[src/rtl/hier_include_c_merge.sv]
// ---------------------------------------------------------------------------
// hier_include_c_merge
//
// Purpose:
//   N-channel merge stage for cSizeT-style payloads. A round-robin arbiter
//   selects one of NUM_CH valid/ready input channels per cycle and writes the
//   payload, tagged with its source channel, into a small output FIFO that
//   feeds a single downstream consumer.
//
// Ports:
//   clk         clock, all state updates on the rising edge
//   rst_n       asynchronous active-low reset
//   in_valid    per-channel valid
//   in_data     channel i payload at [i*DATA_WIDTH +: DATA_WIDTH]
//   in_ready    per-channel ready, at most one bit set (the arbiter winner)
//   out_valid   FIFO head valid
//   out_data    FIFO head payload
//   out_tag     FIFO head source channel
//   out_ready   downstream ready
//   fifo_count  current FIFO occupancy
//
// Handshake: a transfer happens on a rising edge where valid and ready are
// both high. A source holds valid and data stable until accepted; ready may
// depend combinationally on valid (and on out_ready), never the reverse.
// ---------------------------------------------------------------------------
module hier_include_c_merge #(
  parameter int DATA_WIDTH = 8,
  parameter int NUM_CH     = 4,
  parameter int FIFO_DEPTH = 4,
  localparam int TAG_WIDTH = $clog2(NUM_CH)
) (
  input  logic                         clk,
  input  logic                         rst_n,
  input  logic [NUM_CH-1:0]            in_valid,
  input  logic [NUM_CH*DATA_WIDTH-1:0] in_data,
  output logic [NUM_CH-1:0]            in_ready,
  output logic                         out_valid,
  output logic [DATA_WIDTH-1:0]        out_data,
  output logic [TAG_WIDTH-1:0]         out_tag,
  input  logic                         out_ready,
  output logic [$clog2(FIFO_DEPTH):0]  fifo_count
);

  localparam int AW = $clog2(FIFO_DEPTH);
  localparam int CW = AW + 1;
  // One extra bit so rr_ptr + offset can exceed NUM_CH-1 before wrapping.
  localparam int IW = TAG_WIDTH + 1;
  localparam int EW = DATA_WIDTH + TAG_WIDTH;

  // State
  logic [AW-1:0]        wptr_q, wptr_d;
  logic [AW-1:0]        rptr_q, rptr_d;
  logic [CW-1:0]        count_q, count_d;
  logic [TAG_WIDTH-1:0] rr_q, rr_d;
  logic [EW-1:0]        mem_q [FIFO_DEPTH];

  // Arbiter / datapath
  logic                  any_valid;
  logic [TAG_WIDTH-1:0]  winner;
  logic [IW-1:0]         cand;
  logic [IW-1:0]         winner_inc;
  logic [DATA_WIDTH-1:0] win_data;
  logic                  pop;
  logic                  can_push;
  logic                  push;

  // -------------------------------------------------------------------------
  // Round-robin search: first valid channel starting at rr_q, wrapping at
  // NUM_CH (which need not be a power of two).
  // -------------------------------------------------------------------------
  always_comb begin
    any_valid = 1'b0;
    winner    = '0;
    cand      = '0;
    for (int k = 0; k < NUM_CH; k++) begin
      cand = {1'b0, rr_q} + IW'(k);
      if (cand >= IW'(NUM_CH)) begin
        cand = cand - IW'(NUM_CH);
      end
      if (!any_valid && in_valid[cand[TAG_WIDTH-1:0]]) begin
        any_valid = 1'b1;
        winner    = cand[TAG_WIDTH-1:0];
      end
    end
  end

  // Payload of the winning channel.
  always_comb begin
    win_data = '0;
    for (int k = 0; k < NUM_CH; k++) begin
      if (TAG_WIDTH'(k) == winner) begin
        win_data = in_data[k*DATA_WIDTH +: DATA_WIDTH];
      end
    end
  end

  // -------------------------------------------------------------------------
  // Handshake. A full FIFO still accepts a word when the head leaves in the
  // same cycle. Ready is forced low while reset is asserted.
  // -------------------------------------------------------------------------
  assign out_valid = (count_q != '0);
  assign pop       = out_valid & out_ready;
  assign can_push  = (count_q < CW'(FIFO_DEPTH)) | pop;
  assign push      = any_valid & can_push & rst_n;
  assign in_ready  = push ? (NUM_CH'(1) << winner) : '0;

  // -------------------------------------------------------------------------
  // Next state. rr_q only moves on a push, so a stalled winner keeps priority.
  // -------------------------------------------------------------------------
  always_comb begin
    wptr_d     = wptr_q;
    rptr_d     = rptr_q;
    count_d    = count_q;
    rr_d       = rr_q;
    winner_inc = {1'b0, winner} + IW'(1);

    if (push) begin
      wptr_d = wptr_q + AW'(1);
      rr_d   = (winner_inc == IW'(NUM_CH)) ? '0 : winner_inc[TAG_WIDTH-1:0];
    end
    if (pop) begin
      rptr_d = rptr_q + AW'(1);
    end

    case ({push, pop})
      2'b10:   count_d = count_q + CW'(1);
      2'b01:   count_d = count_q - CW'(1);
      default: count_d = count_q;
    endcase
  end

  always_ff @(posedge clk or negedge rst_n) begin
    if (!rst_n) begin
      wptr_q  <= '0;
      rptr_q  <= '0;
      count_q <= '0;
      rr_q    <= '0;
    end else begin
      wptr_q  <= wptr_d;
      rptr_q  <= rptr_d;
      count_q <= count_d;
      rr_q    <= rr_d;
    end
  end

  // Storage needs no reset: contents are only observed while count_q != 0.
  always_ff @(posedge clk) begin
    if (push) begin
      mem_q[wptr_q] <= {winner, win_data};
    end
  end

  assign out_data   = mem_q[rptr_q][DATA_WIDTH-1:0];
  assign out_tag    = mem_q[rptr_q][EW-1:DATA_WIDTH];
  assign fifo_count = count_q;

  // -------------------------------------------------------------------------
  // Simulation-only invariants.
  // -------------------------------------------------------------------------
  a_ready_onehot0 : assert property (@(posedge clk) disable iff (!rst_n)
    $onehot0(in_ready));
  a_count_bound : assert property (@(posedge clk) disable iff (!rst_n)
    count_q <= CW'(FIFO_DEPTH));
  a_no_pop_empty : assert property (@(posedge clk) disable iff (!rst_n)
    pop |-> (count_q != '0));

endmodule

[config.mk]
export PLATFORM = sky130hd
export DESIGN_NAME = hier_include_c_merge
export DESIGN_NICKNAME = d
export VERILOG_FILES = /design/src/rtl/hier_include_c_merge.sv
export SDC_FILE = /design/constraint.sdc
export NUM_CORES = 1
export LEC_CHECK = 0
export CORE_MARGIN = 5
export CORE_UTILIZATION = 25
export CTS_BUF_LIST = sky130_fd_sc_hd__clkbuf_2
export CTS_CLUSTER_DIAMETER = 100
export DETAILED_ROUTE_END_ITERATION = 10
export GPL_TIMING_DRIVEN = 0
export PLACE_DENSITY = 0.42
export SYNTH_ARGS = -nofsm -noshare
export SYNTH_HDL_FRONTEND = slang
export SYNTH_SLANG_ARGS = --single-unit
[constraint.sdc]
create_clock -name clk -period 5.6 [get_ports clk]
set_input_delay 1.12 -clock clk [delete_from_list [all_inputs] [get_ports clk]]
set_output_delay 1.12 -clock clk [all_outputs]
set_load 0.005 [all_outputs]
==> metrics <==
Syn Nets 206; Worst Hold Class reg -> reg; routed len/inst 16.01 um; worst hold stages 1; first-pass GRT wire length 9.094 mm; CP top delay family buffers and inverters; Starting Density 0.2584; Vias/cell 4.291; setup slack, reg-to-reg 2.60 ns; Post-synth top cells edfxtp_1, nor2b_1, mux4_2, o31ai_1; Final Wtd Congestion 0.6917; Area growth syn-to-layout 32.09%; Post-Synth Adder-Cell Area 0.05504; largest family of logic cells by synthesized area multiplexers; routed via count 1,502; fillcell total 940; Critical R2R Capture mem_q[0][1]$_DFFE_PP_; CP cell instances clkdlybuf4s50_1, nor2b_1, nor3_1, o22a_2, ha_1, buf_1, buf_1, and2_4, clkdlybuf4s50_1; core box area 9328 sq um; area occupied by multi-input gates 898.4 sq um; final setup fails 0; Max-Cap Viols 0; FMAX 191.9 MHz; Reg clk slew, reported paths 0.27 ns; Mapped Area 2410 sq um; worst-case vdd ir drop 0.2010 mV; # IOs 57; Hold Buf Count CTS 0; Fin Clk Skew 0.02431 ns; mean cell area of the mapped netlist 15.35 sq um; hold_sp fifo_count[2]$_DFFE_PN0P_; flop and latch count out of synthesis 49; CP max stage cell clkdlybuf4s50_1; static leakage 1.112 nW; Setup TNS 0 ns; R2R cell count 8; DRC 0; Syn Inst Count 157; antenna viol nets, final 0; RSZ-0062 raised after global routing false; critical path class in -> out; Max stage delay on crit path 0.60 ns; Hold Vio Cnt, Final 0; Period minus WS final 5.210 ns; Clk Latency, worst-skew pair 0.43 ns; area share of xor/xnor cells in the synthesized design 0.02492; Synthesis Warnings 0; clk sinks 49; Ant. Diodes 0; maximum buffer depth of the clock tree 2; origin of the critical flop-to-flop path rr_q[0]$_DFFE_PN0P_; Startpoint Class primary input; leading area contributor after synthesis edfxtp_1; Main synth FF type edfxtp_1; worst slew pin tran 0.7213 ns; layout cells sized above 1 0.1719; number of flops mapped to enable cells by yosys 40; Worst Hold End fifo_count[2]$_DFFE_PN0P_; CP max FO 10; Post-DP HPWL 4.258 mm; CTS Buf Count 5; Pwr Density 467.7 nW/um^2; worst hold margin 0.5531 ns; number of global-route vias before repair 1,660; Slew Limit Headroom 0.5192; die width 108.2 um; Arrival @ worst endpoint 4.09 ns; CP required 4.48 ns; Core Rows 35; GRT Util Overall 0.1019; cts repair resizes 0; initial antenna violation count 0; Setup Fix Bufs, Post-CTS 0; drt first pass iters 4; Synth Area in Simple Gates 0.09553; Final nets 269; Clock Tree Root clkbuf_2; Reg area 1426 sq um; placed instance area 3132 sq um; pin count of the biggest net entering global routing 18; worst path bufs/invs 4; cell area after layout 3183 sq um; most numerous cell in the Yosys netlist edfxtp_1; TritonCTS clock tree built; initial drt markers 32; die height 108.2 um; register area share after synthesis 0.5919; Worst setup EP type output pin; top cells by area, synth edfxtp_1, dfrtp_1, mux4_2, ha_1, o31ai_1; final-report max-slew violation count 0; Compound-Gate Fraction of Synth Area 0.08723; share of the synthesized area in the top cell type 0.4984; number of library cell types mapped by synthesis 34; total grt overflow 0; # port buffers 56; H-Tree Depth 2; period utilization 0.9304; asr flop ratio synth 0.1837; Detailed Route WL 5.604 mm; die area 11,700 sq um; post-synthesis mux area share 0.1101; status completed
-- power by group --
part	internal [W]	switching, W	total, W	leakage, nW
logic	0.000379	0.000343	0.000722	0.611
registers	0.000559	0.0000522	0.000611	0.474
clock network	0.0000337	0.000121	0.000155	0.0271
-- registers in the layout, indices dropped and copies added (netlist names) --
register and cells:
wptr_q 2, rptr_q 2, rr_q 2, mem_q 40
fifo_count 3
-- worst max-delay path by stage --
stage	start	end	slack [ns]	cells past startpoint
floorplan	in_valid[0]	in_ready[3]	1.93	7
global placement	in_valid[1]	in_ready[3]	0.44	9
detailed placement	in_valid[1]	in_ready[3]	0.41	9
CTS	in_valid[1]	in_ready[3]	0.40	9
global route	in_valid[1]	in_ready[3]	0.21	9
finish	in_valid[1]	in_ready[3]	0.39	9
-- kinds of logic after synthesis --
logic type / Yosys count
flops: 49
mux: 13
simple gates: 36
compound gates: 26
xor+xnor: 6
buf+inv: 17
fa+ha+maj: 10
-- metal layers --
| metal | track usage | vias to the layer above | routed length, um | share of wire |
|---|---|---|---|---|
| met5 | 0 | - | 0 | 0 |
| met2 | 0.1581 | 51 | 2523 | 0.45 |
| met4 | 0.02435 | 0 | 43 | 0.0077 |
| li1 | - | 728 | - | - |
| met1 | 0.1386 | 719 | 2700 | 0.48 |
| met3 | 0.03343 | 4 | 335 | 0.060 |
-- area by class of cell --
| cell class | count | area share |
|---|---|---|
| Tap cell | 129 | 0.05071 |
| Sequential cell | 49 | 0.4481 |
| Timing Repair Buffer | 56 | 0.1761 |
| Inverter | 9 | 0.01454 |
| Multi-Input combinational cell | 91 | 0.2822 |
| Clock buffer | 5 | 0.007862 |
| Buffer | 8 | 0.01219 |
| Clock inverter | 3 | 0.008255 |
-- cells in the final DEF (no fill, tap or decap), types with 2 or more instances in the layout --
master	n
o22ai_1	2
dfrtp_1	9
clkdlybuf4s50_1	56
ha_1	9
nand2_1	9
clkinvlp_4	2
edfxtp_1	40
clkbuf_1	4
mux4_2	10
xnor2_1	2
xor2_1	3
clkbuf_2	5
and2_4	8
a221oi_1	8
mux2_4	2
buf_1	2
nor2b_1	11
nor2_1	3
o22a_2	2
o31ai_1	10
inv_1	7
-- stage by stage --
step | cells | worst slack [ns] | util | total power (W)
4_1_cts | 350 | 0.3955 | 0.3412 | 0.001519
3_5_place_dp | 342 | 0.4106 | 0.3357 | 0.001364
2_1_floorplan | 157 | 1.929 | - | 0.001040
3_3_place_gp | 342 | 0.4363 | 0.3357 | 0.001359
6_report | 350 | 0.3899 | 0.3412 | 0.001489
5_1_grt | 350 | 0.2135 | 0.3412 | 0.001607
(Power assumes the default switching activity.)
